$ cat config.mk
export PLATFORM = sky130hd
export DESIGN_NAME = trng_ctrl
export DESIGN_NICKNAME = d
export VERILOG_FILES = /design/src/rtl/trng_pkg.sv /design/src/rtl/trng_health_rep.sv /design/src/rtl/trng_ctrl.sv
export SDC_FILE = /design/constraint.sdc
export NUM_CORES = 1
export LEC_CHECK = 0
export CORE_MARGIN = 2
export CORE_UTILIZATION = 25
export DETAILED_ROUTE_END_ITERATION = 8
export SLEW_MARGIN = 20
export SYNTH_ARGS = -nofsm -noshare
export SYNTH_HDL_FRONTEND = slang
export SYNTH_HIERARCHICAL = 1
export SYNTH_SLANG_ARGS = --single-unit
$ cat constraint.sdc
create_clock -name clk -period 2.76 [get_ports clk]
set_input_delay 0.414 -clock clk [delete_from_list [all_inputs] [get_ports clk]]
set_output_delay 0.414 -clock clk [all_outputs]
set_load 0.02 [all_outputs]
$ cat src/rtl/trng_pkg.sv
// Shared types and constants for the ring-oscillator TRNG sequencer.
package trng_pkg;

    // Depth of the capture/sync pipeline inside the TRNG core; warm-up must cover it.
    localparam int TRNG_PIPE_STAGES = 5;

    typedef enum logic [2:0] {
        IDLE    = 3'd0,
        WARMUP  = 3'd1,
        COLLECT = 3'd2,
        FULL    = 3'd3,
        ERROR   = 3'd4
    } trng_state_e;

endpackage

$ cat src/rtl/trng_health_rep.sv
// Repetition-count health test: flags REP_LIMIT consecutive identical samples.
module trng_health_rep #(
    parameter int REP_LIMIT = 16
) (
    input  logic clk,
    input  logic reset_n,
    input  logic sample_valid,
    input  logic sample,
    input  logic clear,
    output logic fail
);

    localparam int REP_W = $clog2(REP_LIMIT + 1);
    localparam logic [REP_W-1:0] REP_MAX  = REP_W'(REP_LIMIT);
    localparam logic [REP_W-1:0] REP_TRIP = REP_W'(REP_LIMIT - 1);

    logic [REP_W-1:0] rep_q, rep_d;
    logic             last_q, last_d;
    logic             repeat_bit;

    // rep == 0 means no sample seen since the last clear, so last_q is not meaningful.
    assign repeat_bit = (rep_q != '0) && (sample == last_q);
    assign fail       = sample_valid && repeat_bit && (rep_q == REP_TRIP);

    always_comb begin
        rep_d  = rep_q;
        last_d = last_q;
        if (clear) begin
            rep_d  = '0;
            last_d = 1'b0;
        end else if (sample_valid) begin
            last_d = sample;
            if (!repeat_bit) begin
                rep_d = REP_W'(1);
            end else if (rep_q != REP_MAX) begin
                rep_d = rep_q + 1'b1;
            end
        end
    end

    always_ff @(posedge clk or negedge reset_n) begin
        if (!reset_n) begin
            rep_q  <= '0;
            last_q <= 1'b0;
        end else begin
            rep_q  <= rep_d;
            last_q <= last_d;
        end
    end

endmodule

$ cat src/rtl/trng_ctrl.sv
// TRNG sequencer: oscillator gating, warm-up, divided sampling, word packing,
// repetition health test and a valid/ready word output.
module trng_ctrl
    import trng_pkg::*;
#(
    parameter int WORD_WIDTH    = 32,
    parameter int WARMUP_CYCLES = 64,
    parameter int SAMPLE_DIV    = 4,
    parameter int REP_LIMIT     = 16
) (
    input  logic                  clk,
    input  logic                  reset_n,
    input  logic                  enable,
    output logic                  trng_en,
    input  logic                  trng_out,
    output logic [WORD_WIDTH-1:0] rdata,
    output logic                  rvalid,
    input  logic                  rready,
    output logic                  error,
    output logic [2:0]            state_dbg
);

    localparam int WCNT_W = (WARMUP_CYCLES > 1) ? $clog2(WARMUP_CYCLES) : 1;
    localparam int DIV_W  = (SAMPLE_DIV > 1) ? $clog2(SAMPLE_DIV) : 1;
    localparam int BCNT_W = $clog2(WORD_WIDTH + 1);

    localparam logic [WCNT_W-1:0] WARM_LAST = WCNT_W'(WARMUP_CYCLES - 1);
    localparam logic [DIV_W-1:0]  DIV_LAST  = DIV_W'(SAMPLE_DIV - 1);
    localparam logic [BCNT_W-1:0] BIT_LAST  = BCNT_W'(WORD_WIDTH - 1);

    if (WARMUP_CYCLES < TRNG_PIPE_STAGES) begin : g_bad_warmup
        $error("trng_ctrl: WARMUP_CYCLES must be >= %0d", TRNG_PIPE_STAGES);
    end
    if (SAMPLE_DIV < 1) begin : g_bad_div
        $error("trng_ctrl: SAMPLE_DIV must be >= 1");
    end
    if (REP_LIMIT < 2) begin : g_bad_rep
        $error("trng_ctrl: REP_LIMIT must be >= 2");
    end

    trng_state_e           state_q, state_d;
    logic [WCNT_W-1:0]     wcnt_q, wcnt_d;
    logic [DIV_W-1:0]      div_q, div_d;
    logic [BCNT_W-1:0]     bcnt_q, bcnt_d;
    logic [WORD_WIDTH-1:0] shift_q, shift_d;
    logic [WORD_WIDTH-1:0] rdata_q, rdata_d;
    logic                  rvalid_q, rvalid_d;
    logic                  error_q, error_d;
    logic                  trng_en_q, trng_en_d;

    logic sample_take;
    logic rep_clear;
    logic rep_fail;
    logic handshake;

    // Handshake: a word moves when rvalid & rready are both high at a clk edge;
    // rdata is held stable while rvalid & !rready, and rvalid drops the cycle after
    // a transfer unless a fresh word is loaded at that same edge.
    assign handshake   = rvalid_q && rready;
    assign sample_take = enable && (state_q == COLLECT) && (div_q == DIV_LAST);
    // Rep history is dropped in every state that leads into WARMUP.
    assign rep_clear   = !enable || (state_q == IDLE) || (state_q == FULL);

    trng_health_rep #(
        .REP_LIMIT (REP_LIMIT)
    ) u_health_rep (
        .clk          (clk),
        .reset_n      (reset_n),
        .sample_valid (sample_take),
        .sample       (trng_out),
        .clear        (rep_clear),
        .fail         (rep_fail)
    );

    always_comb begin
        state_d  = state_q;
        wcnt_d   = wcnt_q;
        div_d    = div_q;
        bcnt_d   = bcnt_q;
        shift_d  = shift_q;
        rdata_d  = rdata_q;
        rvalid_d = rvalid_q;
        error_d  = error_q;

        if (handshake) begin
            rvalid_d = 1'b0;
        end

        if (!enable) begin
            state_d  = IDLE;
            wcnt_d   = '0;
            div_d    = '0;
            bcnt_d   = '0;
            shift_d  = '0;
            rvalid_d = 1'b0;
            error_d  = 1'b0;
        end else begin
            case (state_q)
                IDLE: begin
                    state_d = WARMUP;
                    wcnt_d  = '0;
                end
                WARMUP: begin
                    if (wcnt_q == WARM_LAST) begin
                        state_d = COLLECT;
                        div_d   = '0;
                        bcnt_d  = '0;
                    end else begin
                        wcnt_d = wcnt_q + 1'b1;
                    end
                end
                COLLECT: begin
                    div_d = (div_q == DIV_LAST) ? '0 : div_q + 1'b1;
                    if (sample_take) begin
                        shift_d = {shift_q[WORD_WIDTH-2:0], trng_out};
                        bcnt_d  = bcnt_q + 1'b1;
                        if (rep_fail) begin
                            state_d  = ERROR;
                            error_d  = 1'b1;
                            rvalid_d = 1'b0;
                        end else if (bcnt_q == BIT_LAST) begin
                            if (!rvalid_q || handshake) begin
                                rdata_d  = shift_d;
                                rvalid_d = 1'b1;
                                bcnt_d   = '0;
                            end else begin
                                state_d = FULL;
                            end
                        end
                    end
                end
                FULL: begin
                    if (handshake) begin
                        rdata_d  = shift_q;
                        rvalid_d = 1'b1;
                        bcnt_d   = '0;
                        wcnt_d   = '0;
                        state_d  = WARMUP;
                    end
                end
                ERROR: begin
                    error_d  = 1'b1;
                    rvalid_d = 1'b0;
                end
                default: begin
                    state_d = IDLE;
                end
            endcase
        end

        trng_en_d = (state_d == WARMUP) || (state_d == COLLECT);
    end

    always_ff @(posedge clk or negedge reset_n) begin
        if (!reset_n) begin
            state_q   <= IDLE;
            wcnt_q    <= '0;
            div_q     <= '0;
            bcnt_q    <= '0;
            shift_q   <= '0;
            rdata_q   <= '0;
            rvalid_q  <= 1'b0;
            error_q   <= 1'b0;
            trng_en_q <= 1'b0;
        end else begin
            state_q   <= state_d;
            wcnt_q    <= wcnt_d;
            div_q     <= div_d;
            bcnt_q    <= bcnt_d;
            shift_q   <= shift_d;
            rdata_q   <= rdata_d;
            rvalid_q  <= rvalid_d;
            error_q   <= error_d;
            trng_en_q <= trng_en_d;
        end
    end

    assign trng_en   = trng_en_q;
    assign rdata     = rdata_q;
    assign rvalid    = rvalid_q;
    assign error     = error_q;
    assign state_dbg = state_q;

endmodule

=== Word-level counts from Yosys, hierarchy flattened ===
Cells that the tools add are included.

* $add $sub $neg: 4
* Equality and inequality tests: 29
* Muxes and demuxes: 50
* Reduce and logical (&&, ||, !) cells: 23

{| class="wikitable"
|+ Operator list
! operator !! count
|-
| two-way mux 32 bit || 8
|-
| one-hot mux 32 bit (2 select lines) || 1
|-
| two-way mux 6 bit || 9
|-
| one-hot mux 6 bit (3 select lines) || 2
|-
| two-way mux 3 bit || 7
|-
| two-way mux 5 bit || 4
|-
| inequality test 3 bit, second input constant || 5
|-
| one-hot mux 3 bit (5 select lines) || 1
|-
| adder 6 x 1 -> 6 bit, second input constant || 2
|-
| two-way mux 1 bit || 12
|-
| inequality test 2 x 1 -> 1 bit, second input constant || 5
|-
| == test 3 x 2 -> 1 bit, second input constant || 3
|-
| inequality test 4 x 1 -> 1 bit, second input constant || 2
|-
| AND reduction 7 bit || 1
|-
| == test 3 x 1 -> 1 bit, second input constant || 2
|-
| == test 6 x 5 -> 1 bit, second input constant || 1
|-
| == test 6 bit, second input constant || 1
|-
| logical AND 1 bit || 6
|-
| two-way mux 2 bit || 3
|-
| inequality test 3 x 1 -> 1 bit, second input constant || 2
|-
| AND reduction 2 bit || 3
|-
| AND reduction 3 bit || 2
|-
| adder 5 x 1 -> 5 bit, second input constant || 1
|-
| == test 5 x 4 -> 1 bit, second input constant || 1
|-
| 16 further kinds || 22
|}

* Register bits after elaboration: 90
* Input bits: 5
* Output and inout bits: 38
* Logic and storage cells: 117

=== Depth between registers and ports, before layout ===
Gate-level depths: netlist of the first run.

* Depth after elaboration: 11
* Mapped depth: 13
* Gate-level depth less buffers: 9

=== Hierarchy ===
The synthesis of the first run kept the hierarchy.

{| class="wikitable"
|+ Modules (own cells, without submodules)
! module !! instances !! cells each !! area an instance (um2) !! sequential area each (um2)
|-
| trng_ctrl || 1 || 380 || 4269.1 || 2102.0
|-
| trng_health_rep || 1 || 45 || 445.4 || 150.1
|}

=== Worst setup path after synthesis of the first run ===
OpenSTA, ideal clock, no wires.

* Path type: register to register
* From: register state_q[2], in the netlist state_dbg[2]
* To: register rdata_q[10], in the netlist rdata[10]
* Setup time: 0.125 ns
* Arrival: 2.790 ns
* Data required time: 2.635 ns
* Setup slack: -0.155 ns
* Cell stages (with the launch flop): 13
* Path buffers: 4
* Clock period less this slack: 2.915 ns
* Path through: dfrtp_1 -> and4bb_2 -> and2_1 -> clkbuf_1 -> buf_2 -> clkbuf_1 -> o211ai_2 -> nor2_1 -> inv_1 -> a21oi_4 -> a211oi_4 -> buf_6 -> mux2_4

* Word-level cells in the longest chain between the ends: 7
* Elaborated cells on any way between the ends: 14
* Those cells by class: 7 x eq/ne; 1 x mux; 6 x reduce/logical

{| class="wikitable"
|+ RTL lines
! what !! RTL line !! source
|-
| from (decl) || trng_ctrl.sv:41 || <nowiki>trng_state_e state_q, state_d;</nowiki>
|-
| from (signal assigned) || trng_ctrl.sv:166 || <nowiki>state_q <= state_d;</nowiki>
|-
| == test 3 x 2 -> 1 bit || trng_ctrl.sv:60 || <nowiki>assign sample_take = enable && (state_q == COLLECT) && (div_q == DIV_LAST);</nowiki>
|-
| logical AND 1 bit (2 in a row) || trng_ctrl.sv:60 ||
|-
| named net sample_take || trng_ctrl.sv:51 || <nowiki>logic sample_take;</nowiki>
|-
| logical AND 1 bit (2 in a row) || trng_health_rep.sv:23 || <nowiki>assign fail = sample_valid && repeat_bit && (rep_q == REP_TRIP);</nowiki>
|-
| named net rep_fail || trng_ctrl.sv:53 || <nowiki>logic rep_fail;</nowiki>
|-
| inequality test 2 bit (no line) || - ||
|-
| AND reduction 7 bit (no line) || - ||
|-
| to (signal assigned) || trng_ctrl.sv:171 || <nowiki>rdata_q <= rdata_d;</nowiki>
|-
| to (decl) || trng_ctrl.sv:46 || <nowiki>logic [WORD_WIDTH-1:0] rdata_q, rdata_d;</nowiki>
|}

The timed path passes the listed nets, and every way through them passes these cells.
A chain may end at the register's enable or synchronous reset.

=== Final worst setup path of the first run ===
* From: register u_health_rep.rep_q[0]
* To: register rdata_q[1], in the netlist rdata[1]

* Word-level cells in the longest chain between the ends: 6
* Elaborated cells on any way between the ends: 7
* Those cells by class: 2 x eq/ne; 5 x reduce/logical

{| class="wikitable"
|+ RTL lines
! what !! RTL line !! source
|-
| from (decl) || trng_health_rep.sv:17 || <nowiki>logic [REP_W-1:0] rep_q, rep_d;</nowiki>
|-
| from (signal assigned) || trng_health_rep.sv:46 || <nowiki>rep_q <= rep_d;</nowiki>
|-
| nonzero test 5 bit || trng_health_rep.sv:22 || <nowiki>assign repeat_bit = (rep_q != '0) && (sample == last_q);</nowiki>
|-
| logical AND 1 bit || trng_health_rep.sv:22 ||
|-
| logical AND 1 bit || trng_health_rep.sv:23 ||
|-
| logical AND 1 bit (*) || trng_health_rep.sv:23 ||
|-
| named net rep_fail || trng_ctrl.sv:53 ||
|-
| inequality test 2 bit (no line) (*) || - ||
|-
| AND reduction 7 bit (no line) (*) || - ||
|}

The timed path passes the listed nets; every way through them passes the cells marked *.

==> impl_metrics.toml, run 1 <==
[worst_setup_path]
crit_arrival_ns = 2.77
crit_path_top_delay_cell = "sky130_fd_sc_hd__dfrtp_1"
worstPathMaxFanout = 16
path_class = "flop to flop"
slowest_delay_ns = 0.43
critPathCaptureType = "flop"
worst_path_most_repeated_cell = "sky130_fd_sc_hd__inv_1"
worstPathRequired_ns = 2.98
worst_path_cell_chain = "inv_1 -> ha_1 -> or3b_4 -> o211ai_2 -> nor2_2 -> inv_1 -> a21oi_4 -> a211oi_4 -> buf_12 -> mux2_2"
critical_path.startpoint_type = "flop"

[finish]
regArea_um2 = 2252
layout-area-overhead-vs-synth_pct = 20.97
fillerInstances = 1827
final_net_count = 476
final_layout_size_suffix_gt1_frac = 0.2340
multi_input_area_um2 = 2290
insertedDiodeCount = 0

[clock_tree]
ctsLongestPathBuffers = 2
cts.repair_timing.setup_buffer_count = 0
ctsHoldBuffers = 0
cts_tree = "built"
cts_htree_levels = 3
tritoncts_num_sinks = 90
cts.root.buffer_cell = "sky130_fd_sc_hd__clkbuf_16"
cts_made_buffers = 9
clkTransAtPathRegs_ns = 0.06
insertion_delay_ns = 0.34
number_of_gates_given_a_new_drive_strength_after_cts = 0

[place]
place.port_buffers = 42
place_hpwl_um = 6768
finalWeightedCongestion = 0.7866

[pwr]
power.share.switching = 0.2193
p_int_mw = 1.982
comb_power_share = 0.034
power.sequential.fraction = 0.522
cellPowerDensity_nw_per_um2 = 445.1
pwr-share-clk = 0.444
netSwitchingPower_uw = 556.6
static-leakage-power_nw = 2.444
irDropWorstVdd_mv = 0.2219

[timing]
clk_skew_ns = 0.009363
fin_tns_setup_ns = 0
final_critical_path_time_including_i_o_delays_and_setup_ns = 2.552
rsz0062_at_grt = "false"
post-route-period-util = 0.9246
timing.slew.headroom = 0.4962
hold_viol = 0
hold-worst-slack_ns = 0.09166
maxClockFrequency_mhz = 391.9
setup_violators_final = 0
slew_violations = 0
worst_slew_pin_slew_ns = 0.7512

[synthesis]
yosysTopAreaCell = "sky130_fd_sc_hd__dfrtp_1"
synth_compound_area_frac = 0.1255
yosys-mux-area-fraction = 0.1834
postSynthCellCount = 425
yosys_most_used_dff = "sky130_fd_sc_hd__dfrtp_1"
post_synth_and_or_nand_nor_area_fraction = 0.1476
synth_cell_types = 64
yosys_warnings = 6
ranking_of_synthesized_cells_by_area = "sky130_fd_sc_hd__dfrtp_1, sky130_fd_sc_hd__mux2_4, sky130_fd_sc_hd__mux2_2"
syn_area_um2 = 4715
post_synth_fa_ha_maj_area_fraction = 0.01592
synth_xor_xnor_area_share = 0.01141
synth_area_per_cell_um2 = 11.09
ys_ff_latch = 90
synth_enable_flop_cells = 0
combinational_family_with_the_most_area_after_synthesis = "multiplexers"
async_flop_share = 1.000
post-synth-top-area-fraction = 0.4777
yosysSeqAreaShare = 0.4777
synth.net_count = 436

[detailed_routing]
routedWlPerCell_um = 14.39
dr_total_vias = 3293
drc = 0
detailed_router_iteration_count_before_antenna_repair = 4
drt_iter0_markers = 217
via_per_inst = 4.678
detail-route-antenna-nets = 0
routed_wl_um = 10130

[die]
core_region_area_um2 = 18580
die_y_um = 141.3
top_level_ports = 43
die_boundary_width_um = 141.3
floorplan.die_area_um2 = 19970
initial_core_util = 0.2537
core.rowCount = 50

[grt]
groute.usage.overall = 0.1034
grt_pass1_wl_um = 16780
antenna_found_initial = 0
largest_net_degree_at_the_start_of_global_routing = 76
globalRoute.totalOverflow = 0
grt_pass1_vias = 3381

[run_status]
status = "finished clean"

[hold_path]
worstHoldPathType = "primary input to async pin"

[run]
maxCapViolCount = 0
==> through the flow <==
stage	setup slack (ns)	instance area [µm²]	power, mW	utilization	cells
after floorplan	0.03868	4718	1.386	-	425
after global placement	0.1450	5424	1.435	0.2919	688
after detailed placement	0.1064	5424	1.438	0.2919	688
after CTS	0.2098	5698	2.576	0.3067	704
after global routing	0.08017	5703	2.636	0.3069	704
final	0.2080	5703	2.538	0.3069	704
==> final timing paths <==
kind                                       start           to  slack, ns  depth (start not counted)
setup / recovery           u_health_rep/rep_q[0]     rdata[1]       0.21                         10
hold / removal                           reset_n  shift_q[12]       0.09                          1
setup reg to reg           u_health_rep/rep_q[0]     rdata[1]       0.21                         10
hold reg to reg                         rdata[6]     rdata[6]       0.51                          1
max in group asynchronous                reset_n  shift_q[18]       1.92                          2
min in group clk                        rdata[6]     rdata[6]       0.51                          1
==> registers in the layout, summed over array words and instances, names as in the netlist, 2 cells and up <==
signal,flops
state_dbg,3
div_q,2
rdata,32
shift_q,32
wcnt_q,6
u_health_rep/rep_q,5
bcnt_q,6
==> kinds of logic after synthesis <==
group,count (synthesis)
flip-flops,90
AO/OA/AOI/OAI,82
buffers and inverters,37
adder cells (fa/ha/maj),6
multiplexers,67
AND/OR/NAND/NOR,139
XOR/XNOR,4
==> worst max-delay path, delay by kind of cell, from the launching register on <==
kind	cells	cell delay, ns
flops	1	0.43
mux	1	0.35
buf+inv	3	0.42
fa+ha+maj	1	0.16
compound gates	3	0.58
simple gates	2	0.49
==> layout by cell type, fill, tap and decap left out, types with 9 or more instances in the layout <==
cell,n
sky130_fd_sc_hd__mux2_4,30
sky130_fd_sc_hd__dfrtp_1,90
sky130_fd_sc_hd__inv_1,11
sky130_fd_sc_hd__clkbuf_16,9
sky130_fd_sc_hd__clkdlybuf4s50_1,41
sky130_fd_sc_hd__nand2_1,74
sky130_fd_sc_hd__mux2_2,35
sky130_fd_sc_hd__buf_4,11
sky130_fd_sc_hd__o21ai_0,36
sky130_fd_sc_hd__nand3_1,11
==> area by class of cell <==
class,count,share of cell area
clock inverters,4,0.004827
well taps,234,0.05134
flip-flops and latches,90,0.3949
inverters,11,0.007240
repair buffers,55,0.09697
multi-input cells,298,0.4015
clock buffers,12,0.04322
==> synth_stat cells (2+ instances only) <==
master,n
sky130_fd_sc_hd__mux2i_1,2
sky130_fd_sc_hd__buf_6,3
sky130_fd_sc_hd__o21ai_0,36
sky130_fd_sc_hd__clkbuf_1,12
sky130_fd_sc_hd__a21oi_1,6
sky130_fd_sc_hd__and3_1,4
sky130_fd_sc_hd__or3_1,3
sky130_fd_sc_hd__nor2_1,8
sky130_fd_sc_hd__a22o_1,3
sky130_fd_sc_hd__a31oi_1,5
sky130_fd_sc_hd__ha_1,6
sky130_fd_sc_hd__o2bb2ai_1,3
sky130_fd_sc_hd__mux2_2,35
sky130_fd_sc_hd__inv_1,11
sky130_fd_sc_hd__mux2_4,30
sky130_fd_sc_hd__buf_4,4
sky130_fd_sc_hd__o21a_1,2
sky130_fd_sc_hd__a32o_1,2
sky130_fd_sc_hd__xor2_1,3
sky130_fd_sc_hd__nor3b_1,3
sky130_fd_sc_hd__o211ai_1,2
sky130_fd_sc_hd__buf_2,4
sky130_fd_sc_hd__a21boi_0,3
sky130_fd_sc_hd__and2_1,5
sky130_fd_sc_hd__buf_1,3
sky130_fd_sc_hd__nand3_1,11
sky130_fd_sc_hd__nand4_1,4
sky130_fd_sc_hd__nor2b_1,8
sky130_fd_sc_hd__nand4b_1,2
sky130_fd_sc_hd__dfrtp_1,90
sky130_fd_sc_hd__nand2b_1,6
sky130_fd_sc_hd__nand2_1,74
==> power groups by stage <==
| stage | clock network [mW] | logic [mW] | registers (mW) |
|---|---|---|---|
| finish | 1.13 | 0.0861 | 1.33 |
| global route | 1.21 | 0.0966 | 1.32 |
| CTS | 1.16 | 0.0878 | 1.33 |
| detailed placement | 0 | 0.0877 | 1.35 |
| global placement | 0 | 0.0851 | 1.35 |
| floorplan | 0 | 0.0352 | 1.35 |
==> routing by layer <==
metal,GRT usage,vias to the layer above,routed length (µm)
li1,-,1584,-
met2,0.1699,64,4904
met5,0,-,0
met3,0.02295,11,325
met4,0.03684,0,131
met1,0.1344,1634,4766
Power figures use the tool's default switching activity.
==> run 2, diff against run 1 <==
--- a/config.mk
+++ b/config.mk
@@ -5,7 +5,7 @@
 export SDC_FILE = /design/constraint.sdc
 export NUM_CORES = 1
 export LEC_CHECK = 0
-export CORE_MARGIN = 2
+export CORE_MARGIN = 4
 export CORE_UTILIZATION = 25
 export DETAILED_ROUTE_END_ITERATION = 8
 export SLEW_MARGIN = 20
==> run 2 against run 1 <==
Design area up 0.59%. Sequential share of layout area is 0.23 points lower. Clock power rose by 18%. Register-to-register slack improved by 0.05 ns. Power increased by 7.9%. Global-route usage shrank 0.94 points. First-iteration DRC count fell by 21%. Maximum frequency is 1.9% higher. Hold slack improved by 0.0039 ns.
==> impl_metrics.toml, run 2 (synthesis results as in run 1) <==
[grt]
globalRoute.totalOverflow = 0
grt_pass1_vias = 3320
largest_net_degree_at_the_start_of_global_routing = 91
grt_pass1_wl_um = 16780
antenna_found_initial = 0
groute.usage.overall = 0.09394

[detailed_routing]
detail-route-antenna-nets = 0
drt_iter0_markers = 171
routed_wl_um = 9763
detailed_router_iteration_count_before_antenna_repair = 4
dr_total_vias = 3248
routedWlPerCell_um = 13.99
via_per_inst = 4.653
drc = 0

[worst_setup_path]
worstPathMaxFanout = 16
rr_endpoint = "rdata[1]"
crit_arrival_ns = 2.73
reg2reg_slack_ns = 0.26
path_class = "flop to flop"
critPathCaptureType = "flop"
regToRegStartpoint = "u_health_rep/rep_q[1]"
worstPathRequired_ns = 2.98
reg2regPathDepth = 10
critical_path.startpoint_type = "flop"

[clock_tree]
clkTransAtPathRegs_ns = 0.06
cts_made_buffers = 9
ctsHoldBuffers = 0
tritoncts_num_sinks = 90
ctsLongestPathBuffers = 2
cts.repair_timing.setup_buffer_count = 0
cts_tree = "built"
number_of_gates_given_a_new_drive_strength_after_cts = 0
cts_htree_levels = 3
insertion_delay_ns = 0.34
cts.root.buffer_cell = "sky130_fd_sc_hd__clkbuf_16"

[timing]
maxClockFrequency_mhz = 399.4
post-route-period-util = 0.9072
setup_violators_final = 0
rsz0062_at_grt = "false"
worst_slew_pin_slew_ns = 1.080
clk_skew_ns = 0.005075
hold_viol = 0
slew_violations = 0
final_critical_path_time_including_i_o_delays_and_setup_ns = 2.504
fin_tns_setup_ns = 0
timing.slew.headroom = 0.2738

[pwr]
irDropWorstVdd_mv = 0.2678
static-leakage-power_nw = 2.457
cellPowerDensity_nw_per_um2 = 477.4

[run]
maxCapViolCount = 0

[place]
place_hpwl_um = 6499
place.port_buffers = 42
finalWeightedCongestion = 0.8144
post-place-cells = 683

[finish]
final_net_count = 476
layout-area-overhead-vs-synth_pct = 21.68
fillerInstances = 1857
post-route-util = 0.3140
mostFrequentLayoutCells = "sky130_fd_sc_hd__dfrtp_1, sky130_fd_sc_hd__nand2_1, sky130_fd_sc_hd__clkdlybuf4s50_1, sky130_fd_sc_hd__o21ai_0, sky130_fd_sc_hd__mux2_2"
mostFrequentLayoutCell = "sky130_fd_sc_hd__dfrtp_1"
insertedDiodeCount = 0
layoutNonFillerInstCount = 698
final_layout_size_suffix_gt1_frac = 0.2324

[die]
die_y_um = 145.3
core_region_area_um2 = 18270
die_boundary_width_um = 145.3
core.rowCount = 49
initial_core_util = 0.2580
top_level_ports = 43
floorplan.die_area_um2 = 21120

[hold_path]
worstHoldPathType = "primary input to async pin"

[run_status]
status = "finished clean"
run 2: critical path, cell delays in order, from the launching register on:
cell                       delay (ns)
sky130_fd_sc_hd__dfrtp_1         0.43
sky130_fd_sc_hd__inv_1           0.08
sky130_fd_sc_hd__ha_1            0.15
sky130_fd_sc_hd__or3b_4          0.42
sky130_fd_sc_hd__o211ai_2        0.21
sky130_fd_sc_hd__nor2_2          0.07
sky130_fd_sc_hd__inv_1           0.11
sky130_fd_sc_hd__a21oi_4         0.07
sky130_fd_sc_hd__a211oi_4        0.30
sky130_fd_sc_hd__buf_12          0.22
sky130_fd_sc_hd__mux2_2          0.34
run 2: where the power goes:
part           total (mW)  leakage, nW  switching [mW]  internal, mW
Clock                1.33        0.152           0.513         0.815
Combinational      0.0861         1.05          0.0596        0.0265
Sequential           1.32         1.25         0.00322          1.32
run 2: layout make-up:
class | count | area, µm² | share of cell area
Sequential cell | 90 | 2252 | 0.3926
Multi-Input combinational cell | 298 | 2285 | 0.3983
Timing Repair Buffer | 55 | 553.0 | 0.09640
Tap cell | 229 | 286.5 | 0.04995
Clock buffer | 11 | 242.7 | 0.04231
Inverter | 11 | 41.29 | 0.007197
Clock inverter | 4 | 76.32 | 0.01330
run 2: how the worst max path moves through the flow:
stage	from	endpoint	slack, ns	cells past startpoint
after floorplan	state_dbg[2]	rdata[10]	0.04	12
after global placement	enable	rdata[0]	0.14	10
after global routing	u_health_rep/rep_q[1]	rdata[0]	0.14	10
after CTS	u_health_rep/rep_q[1]	rdata[1]	0.25	10
after detailed placement	enable	rdata[1]	0.09	10
final	u_health_rep/rep_q[1]	rdata[1]	0.26	10
run 2: metrics by stage:
| stage | cell area [µm²] | power [mW] | setup slack, ns | hold slack [ns] |
|---|---|---|---|---|
| after floorplan | 4718 | 1.386 | 0.03868 | 0.1184 |
| final | 5737 | 2.739 | 0.2560 | 0.09558 |
| after global placement | 5418 | 1.437 | 0.1404 | 0.4877 |
| after detailed placement | 5418 | 1.439 | 0.09375 | 0.4916 |
| after global routing | 5737 | 2.835 | 0.1388 | 0.1548 |
| after CTS | 5737 | 2.771 | 0.2481 | 0.1271 |
run 2: routing by layer:
metal | share of wire | GRT usage
met3 | 0.025 | 0.01933
met1 | 0.49 | 0.1303
met4 | 0.014 | 0.03086
met5 | 0 | 0
met2 | 0.47 | 0.1470
